[src/rtl/decimal_entry.sv]
// Four-digit decimal entry from debounced push buttons, with a sequential
// BCD-to-binary converter and a multiplexed 7-segment display.
//
// state | meaning
// IDLE  | no conversion pending; led/ovf hold the last result
// CONV  | four accumulate steps, thousands digit first
// DONE  | publish acc to led/ovf, then return to IDLE
module decimal_entry #(
    parameter int N               = 13,
    parameter int DEBOUNCE_CYCLES = 1000000,
    parameter int BLINK_BIT       = 25
) (
    input  logic         clk,
    input  logic         reset,
    input  logic         btnU,
    input  logic         btnD,
    input  logic         btnL,
    input  logic         btnR,
    input  logic         btnC,
    output logic [N-1:0] led,
    output logic         ovf,
    output logic         busy,
    output logic [3:0]   an,
    output logic [6:0]   seg
);
    localparam int DW = $clog2(DEBOUNCE_CYCLES + 1);
    localparam logic [DW-1:0] DB_LAST = DW'(DEBOUNCE_CYCLES - 1);
    localparam logic [31:0] MAXV = (N >= 32) ? 32'hFFFF_FFFF : ((32'd1 << N) - 32'd1);

    typedef enum logic [1:0] {IDLE, CONV, DONE} state_t;

    // button bit order doubles as event priority: C, U, D, L, R
    logic [4:0]    btn_raw, sync1, sync2, level, level_q, press;
    logic [DW-1:0] db_cnt [5];
    logic [3:0]    digit [4];
    logic [1:0]    cursor;
    logic          start;

    state_t        state, state_nx;
    logic [13:0]   acc, acc_nx;
    logic [1:0]    step, step_nx;
    logic [N-1:0]  led_nx;
    logic          ovf_nx;

    logic [19:0]        refresh;
    logic [BLINK_BIT:0] blink;
    logic [1:0]         sel;
    logic [3:0]         an_nx;
    logic [6:0]         seg_nx;

    function automatic logic [6:0] seg_code(input logic [3:0] d);
        case (d)
            4'd0:    seg_code = 7'b0000001;
            4'd1:    seg_code = 7'b1001111;
            4'd2:    seg_code = 7'b0010010;
            4'd3:    seg_code = 7'b0000110;
            4'd4:    seg_code = 7'b1001100;
            4'd5:    seg_code = 7'b0100100;
            4'd6:    seg_code = 7'b0100000;
            4'd7:    seg_code = 7'b0001111;
            4'd8:    seg_code = 7'b0000000;
            4'd9:    seg_code = 7'b0000100;
            default: seg_code = 7'b1111111;
        endcase
    endfunction

    assign btn_raw = {btnR, btnL, btnD, btnU, btnC};
    assign press   = level & ~level_q;
    assign start   = press[0] | press[1] | press[2];
    assign busy    = (state != IDLE);
    assign sel     = refresh[19:18];

    // two-flop synchronizer for the asynchronous buttons
    always_ff @(posedge clk or posedge reset) begin
        if (reset) begin
            sync1 <= '0;
            sync2 <= '0;
        end else begin
            sync1 <= btn_raw;
            sync2 <= sync1;
        end
    end

    // debounce: the counter reloads whenever the input agrees with the level;
    // a cleared count is harmless because sync2 still agrees on the first edge
    always_ff @(posedge clk or posedge reset) begin
        if (reset) begin
            level   <= '0;
            level_q <= '0;
            for (int i = 0; i < 5; i++) db_cnt[i] <= '0;
        end else begin
            level_q <= level;
            for (int i = 0; i < 5; i++) begin
                if (sync2[i] == level[i]) begin
                    db_cnt[i] <= DB_LAST;
                end else if (db_cnt[i] == '0) begin
                    level[i]  <= sync2[i];
                    db_cnt[i] <= DB_LAST;
                end else begin
                    db_cnt[i] <= db_cnt[i] - DW'(1);
                end
            end
        end
    end

    // digit and cursor editing, highest-priority event only
    always_ff @(posedge clk or posedge reset) begin
        if (reset) begin
            for (int i = 0; i < 4; i++) digit[i] <= 4'd0;
            cursor <= 2'd0;
        end else if (press[0]) begin
            for (int i = 0; i < 4; i++) digit[i] <= 4'd0;
            cursor <= 2'd0;
        end else if (press[1]) begin
            digit[cursor] <= (digit[cursor] == 4'd9) ? 4'd0 : digit[cursor] + 4'd1;
        end else if (press[2]) begin
            digit[cursor] <= (digit[cursor] == 4'd0) ? 4'd9 : digit[cursor] - 4'd1;
        end else if (press[3]) begin
            cursor <= cursor + 2'd1;
        end else if (press[4]) begin
            cursor <= cursor - 2'd1;
        end
    end

    // converter state and result registers
    always_ff @(posedge clk or posedge reset) begin
        if (reset) begin
            state <= IDLE;
            acc   <= '0;
            step  <= '0;
            led   <= '0;
            ovf   <= 1'b0;
        end else begin
            state <= state_nx;
            acc   <= acc_nx;
            step  <= step_nx;
            led   <= led_nx;
            ovf   <= ovf_nx;
        end
    end

    // converter next state; a new edit restarts from scratch and suppresses the publish
    always_comb begin
        state_nx = state;
        acc_nx   = acc;
        step_nx  = step;
        led_nx   = led;
        ovf_nx   = ovf;
        if (start) begin
            state_nx = CONV;
            acc_nx   = '0;
            step_nx  = 2'd3;
        end else begin
            case (state)
                CONV: begin
                    acc_nx  = acc * 14'd10 + {10'd0, digit[step]};
                    step_nx = step - 2'd1;
                    if (step == 2'd0) state_nx = DONE;
                end
                DONE: begin
                    state_nx = IDLE;
                    if ({18'd0, acc} <= MAXV) begin
                        led_nx = N'(acc);
                        ovf_nx = 1'b0;
                    end else begin
                        led_nx = '1;
                        ovf_nx = 1'b1;
                    end
                end
                default: ;
            endcase
        end
    end

    // free-running refresh and blink counters
    always_ff @(posedge clk or posedge reset) begin
        if (reset) begin
            refresh <= '0;
            blink   <= '0;
        end else begin
            refresh <= refresh + 20'd1;
            blink   <= blink + (BLINK_BIT + 1)'(1);
        end
    end

    // anode and segment pattern for the digit being scanned
    always_comb begin
        an_nx  = ~(4'b0001 << sel);
        seg_nx = seg_code(digit[sel]);
        if (sel == cursor && blink[BLINK_BIT]) seg_nx = 7'b1111111;
    end

    // registered display drive
    always_ff @(posedge clk or posedge reset) begin
        if (reset) begin
            an  <= 4'b1111;
            seg <= 7'b1111111;
        end else begin
            an  <= an_nx;
            seg <= seg_nx;
        end
    end
endmodule
[config.mk]
export PLATFORM = sky130hd
export DESIGN_NAME = decimal_entry
export DESIGN_NICKNAME = d
export VERILOG_FILES = /design/src/rtl/decimal_entry.sv
export SDC_FILE = /design/constraint.sdc
export NUM_CORES = 1
export LEC_CHECK = 0
export CELL_PAD_IN_SITES_DETAIL_PLACEMENT = 2
export CELL_PAD_IN_SITES_GLOBAL_PLACEMENT = 2
export CORE_ASPECT_RATIO = 2
export CORE_MARGIN = 2
export CORE_UTILIZATION = 41
export CTS_CLUSTER_DIAMETER = 120
export DETAILED_ROUTE_END_ITERATION = 10
export GPL_TIMING_DRIVEN = 0
export PLACE_DENSITY_LB_ADDON = 0.3
export REMOVE_ABC_BUFFERS = 1
export SYNTH_ARGS = -nofsm -noshare
export SYNTH_HDL_FRONTEND = slang
export SYNTH_SLANG_ARGS = --single-unit
[constraint.sdc]
create_clock -name clk -period 8.9 [get_ports clk]
set_clock_uncertainty 0.2 [all_clocks]
set_input_delay 0.89 -clock clk [delete_from_list [all_inputs] [get_ports clk]]
set_output_delay 0.89 -clock clk [all_outputs]
set_load 0.03 [all_outputs]
Word level (Yosys, flattened, before mapping):

Memory sizes are Yosys's and may differ from the RTL's.
Index checks and enable logic that the tools add are counted.

* register bits: 227
* memory bits (read-only): 112
* bits of input ports: 7
* output and inout bits: 26
* word-level logic and storage cells: 139
* memories: 1

Memory list
* (no name shown): words 16, width 7, read ports 1, clocked after Yosys merged registers in 0, wr ports 0, line 52 `case (d)`

* add/sub/neg operators: 13
* $mul: 1
* $lt $le $gt $ge: 5
* equality and inequality tests: 12
* shifts and indexed selects: 1
* muxes and demuxes: 43
* bitwise logic cells: 14
* reductions and logical operators: 22

Operator list (count)
* two-way mux 20 bit: 10
* logical NOT 20 bit: 5
* subtractor 20 x 1 -> 20 bit (second input constant): 5
* two-way mux 16 bit: 3
* two-way mux 4 bit: 9
* bitwise mux 16 bit: 2
* two-way mux 14 bit: 2
* adder 26 x 1 -> 26 bit (second input constant): 1
* binary-select mux 4 bit (select 2 bit): 3
* adder 20 x 1 -> 20 bit (second input constant): 1
* two-way mux 2 bit: 9
* adder 14 x 4 -> 14 bit: 1
* less-or-equal comparator 14 x 13 -> 1 bit (second input constant): 1
* multiplier 14 x 3 -> 13 bit (second input constant): 1
* AND reduction 2 bit: 7
* two-way mux 13 bit: 1
* >= comparator 3 bit (second input constant): 3
* inverter 2 -> 3 bit: 3
* nonzero test 3 bit: 3
* demux 4 bit (select 2 bit): 1
* two-way mux 7 bit: 1
* inverter 1 bit: 6
* bitwise AND 5 bit: 1
* == test 1 bit: 5
* other kinds (22): 27

Longest topological paths before layout:

* depth after elaboration: 10
* depth in mapped cells: 10

Least setup slack after synthesis:

Ideal clock, no wire load.

* path type: register to register
* start: register step[0]
* end: register acc[13]
* library setup time: 0.082 ns
* arrival: 2.886 ns
* data required time: 8.618 ns
* setup slack: 5.732 ns
* stages on the path, launching flop included: 10
* buffers on the path: 1
* period minus slack after synthesis: 3.168 ns
* cells stage by stage: dfrtp_1 -> clkbuf_1 -> mux4_2 -> ha_1 -> a21o_1 -> and4_1 -> nor3b_1 -> nand4_1 -> or4_1 -> a31oi_1

* cells in the longest elaborated chain, start to end: 7

Ends and longest elaborated chain
* from (decl): line 41 `logic [1:0] step, step_nx;`
* from (signal assigned): line 136 `step <= step_nx;`
* inverter 2 -> 3 bit (implied by the code): line 156 `acc_nx = acc * 14'd10 + {10'd0, digit[step]};`
* binary-select mux 4 bit (select 2 bit): line 156
* two-way mux 4 bit (implied by the code) (2 in series): line 156
* adder 14 x 4 -> 14 bit: line 156
* two-way mux 14 bit: line 154 `case (state)`
* two-way mux 14 bit: line 149 `if (start) begin`
* to (signal assigned): line 135 `acc <= acc_nx;`
* to (decl): line 40 `logic [13:0] acc, acc_nx;`

No other way between the ends. The select of a mux whose other input is x is not followed.
A chain may end at the register's enable or synchronous reset.

Worst setup path after layout:

* start: register acc[1]
* end: register acc[13]

* cells in the longest elaborated chain, start to end: 4

Ends and longest elaborated chain (line)
* multiplier 14 x 3 -> 13 bit: 156
* adder 14 x 4 -> 14 bit: 156
* two-way mux 14 bit: 154
* two-way mux 14 bit: 149

No other way between the ends. The select of a mux whose other input is x is not followed.

==> results.py <==
metrics = {
    "run_status": {
        "status": "completed",
    },
    "pwr": {
        "p_leak_nw": 5.30,
        "finalPower_mw": 2.12,
        "p_per_area_nw_per_um2": 168,
        "vdd_drop_max_v": 0.000121,
    },
    "die": {
        "start_util": 0.416,
        "dieWidth_um": 121,
        "rows": 85,
        "fp.dieH_um": 237,
        "pin_count": 33,
        "coreArea_um2": 26800,
        "die_area_um2": 28600,
    },
    "logic_synthesis": {
        "syn_area_per_cell_um2": 10.4,
        "ys_ff_latch": 227,
        "synthCells": 1068,
        "synth_area_um2": 11100,
        "ys_warn_count": 0,
        "synth_top_flop_cell": "dfrtp_1",
        "synth-async-reset-ratio": 1.00,
        "ys_types": 61,
        "synth_enable_flop_cells": 0,
        "synth_seq_area_share": 0.511,
    },
    "clocking": {
        "cts_tree": "built",
        "clk_pin_slew_ns": 0.06,
        "clock_path_buffers": 3,
        "cts_resized": 0,
        "post_cts_buffers": 0,
        "hold_buffers": 0,
        "htree_levels": 1,
        "clockRootBuffer": "clkbuf_16",
        "cts_buffers": 23,
        "cts.sinks": 227,
        "clk_latency_ns": 0.53,
    },
    "final_layout": {
        "antenna_cells_inserted": 0,
        "final_nets": 1151,
        "area_growth_syn_to_layout_pct": 13.1,
        "drive_gt1_frac": 0.0763,
        "fill_cells": 2813,
    },
    "placement": {
        "io_buffers": 32,
        "gp_congestion": 0.790,
        "place_hpwl_um": 19100,
    },
    "sta": {
        "hold_slack_ns": 0.152,
        "max_freq_mhz": 280,
        "hold_viol": 0,
        "fin_crit_sh": 0.402,
        "tightest_slew_ns": 1.27,
        "relSlewSlack": 0.151,
        "setup_viol": 0,
        "period_minus_slack_ns": 3.57,
        "drv_slew": 0,
        "rsz0062_at_grt": "false",
    },
    "routing": {
        "vias": 7841,
        "drt_wl_total_um": 27400,
        "drc": 0,
        "wl_per_cell_um": 18.8,
        "first_iter_violations": 270,
        "ant_nets": 0,
        "dr.pass1.iters": 4,
        "viasPerCell": 5.36,
    },
    "hold_path": {
        "hold_path.class": "reg2reg",
    },
    "critical_path": {
        "crit_path_end_kind": "flop",
        "crit_required_ns": 9.13,
        "arrival_ns": 3.81,
        "crit_type": "reg2reg",
        "cp_common_cell": "ha_1",
        "slowest_stage": "or4_1",
        "max_stage_delay_ns": 0.56,
        "path_cells": "ha_1, ha_1, fa_1, xor2_1, and4_1, nor3b_1, nand4_1, or4_1, a31oi_1",
        "cp-start-kind": "flop",
        "worstPathMaxFanout": 5,
    },
    "grt": {
        "antenna_found_initial": 0,
        "grt_util_all_layers": 0.206,
        "grt_overflow": 0,
        "grt_pass1_wl_um": 47400,
        "grt_max_degree": 127,
        "first_global_vias": 9148,
    },
    "flow_run": {
        "cap_violations": 0,
    },
}
-- critical path, delay by kind of cell (launching register included) --
family                     cells  cell delay, ns
and+or+nand+nor                4            1.44
adders and majority gates      3            0.99
xor gates and xnor gates       1            0.23
DFF                            1            0.46
AOI/OAI and AO/OA              1            0.17
-- power by group --
part	internal (mW)	switching, mW	total (mW)
sequential	1.04	0.00719	1.05
combinational	0.0117	0.0397	0.0514
clock	0.607	0.412	1.02
-- synthesized netlist by cell type, types with 2 or more instances --
library cell	instances	share of area
dfrtp_1	216	0.49
nand2_1	146	0.049
nor2_1	123	0.041
xnor2_1	81	0.064
xor2_1	68	0.053
ha_1	44	0.049
nand3_1	33	0.015
o21ai_0	32	0.014
inv_1	31	0.010
a21oi_1	27	0.012
nor3_1	23	0.010
clkbuf_1	19	0.0064
nor4_1	18	0.010
a211oi_1	16	0.011
or3_1	15	0.0084
nand4_1	13	0.0073
mux4_2	12	0.024
nand2b_1	12	0.0067
dfstp_2	11	0.026
mux2i_1	11	0.0099
and3_1	10	0.0056
nor2b_1	10	0.0056
or4_1	10	0.0067
nand3b_1	9	0.0061
and4_1	7	0.0055
mux2_2	6	0.0061
and2_1	5	0.0028
nor3b_1	5	0.0034
a21o_1	4	0.0027
o31ai_1	4	0.0027
or2_2	4	0.0022
a31oi_1	3	0.0017
buf_1	3	0.0010
buf_2	3	0.0013
nand4b_1	3	0.0024
and4b_1	2	0.0018
fa_1	2	0.0036
nor4_2	2	0.0022
or4_2	2	0.0016
or4_4	2	0.0020
-- final timing paths --
| kind | start | end | slack, ns | depth (start not counted) |
|---|---|---|---|---|
| worst max register to register | acc[1] | acc[13] | 5.33 | 9 |
| min in group asynchronous | reset | db_cnt[9] | 0.71 | 2 |
| worst min-delay path | sync1[2] | sync2[2] | 0.15 | 0 |
| worst max-delay path | acc[1] | acc[13] | 5.33 | 9 |
| worst min register to register | sync1[2] | sync2[2] | 0.15 | 0 |
| max in group asynchronous | reset | blink[9] | 6.77 | 3 |
-- kinds of logic after synthesis --
logic type,after synthesis,synth area share
AND/OR/NAND/NOR,461,0.203
buffers and inverters,59,0.0221
multiplexers,29,0.0402
adder cells (fa/ha/maj),46,0.0530
flip-flops,227,0.511
XOR/XNOR,149,0.117
AO/OA/AOI/OAI,97,0.0529
-- cells in the final DEF (no fill, tap or decap), types with 5 or more instances in the layout --
| master | instances |
|---|---|
| nand2_1 | 146 |
| nand2b_1 | 12 |
| nand4_1 | 13 |
| or4_1 | 10 |
| a21oi_1 | 27 |
| o21ai_0 | 32 |
| nand3b_1 | 9 |
| dfrtp_1 | 216 |
| mux2_2 | 6 |
| mux4_2 | 12 |
| nor2_1 | 123 |
| or3_1 | 15 |
| nor4_1 | 18 |
| xor2_1 | 68 |
| xnor2_1 | 81 |
| nor3b_1 | 5 |
| and4_1 | 7 |
| clkdlybuf4s50_1 | 32 |
| mux2i_1 | 11 |
| ha_1 | 44 |
| and3_1 | 10 |
| nor2b_1 | 9 |
| nand3_1 | 33 |
| clkbuf_8 | 9 |
| clkbuf_16 | 23 |
| inv_1 | 30 |
| a211oi_1 | 16 |
| nor3_1 | 23 |
| and2_1 | 5 |
| dfstp_2 | 11 |
-- metal layers --
layer / global-route usage / share of wire
met3: 0.0176 / 0.016
met1: 0.210 / 0.35
met5: 0 / 0
met4: 0.0610 / 0.025
met2: 0.424 / 0.61
-- registers in the layout (all words and copies together) (netlist names) --
signal,flops
an,4
acc,14
state,2
refresh,20
level,5
ovf,1
sync2,5
db_cnt,100
led,13
sync1,5
step,2
level_q,5
seg,7
blink,26
digit,16
cursor,2
-- cell type report --
cell class / count / area [um^2] / share of cell area
flip-flops and latches: 227 / 5690 / 0.452
multi-input cells: 782 / 5200 / 0.413
clock buffers: 35 / 711 / 0.0564
well taps: 348 / 435 / 0.0346
repair buffers: 33 / 348 / 0.0276
inverters: 31 / 124 / 0.00983
clock inverters: 6 / 83.8 / 0.00665
-- per-stage QoR --
step,utilization,setup slack [ns],area [um^2],TNS [ns],std cells
4_1_cts,0.470,5.31,12600,0,1462
3_3_place_gp,0.439,-1.70,11800,-364.69,1420
2_1_floorplan,-,1.61,11000,0,1040
5_1_grt,0.470,5.05,12600,0,1462
6_report,0.470,5.33,12600,0,1462
3_5_place_dp,0.440,5.34,11800,0,1421
(Power assumes the default switching activity.)
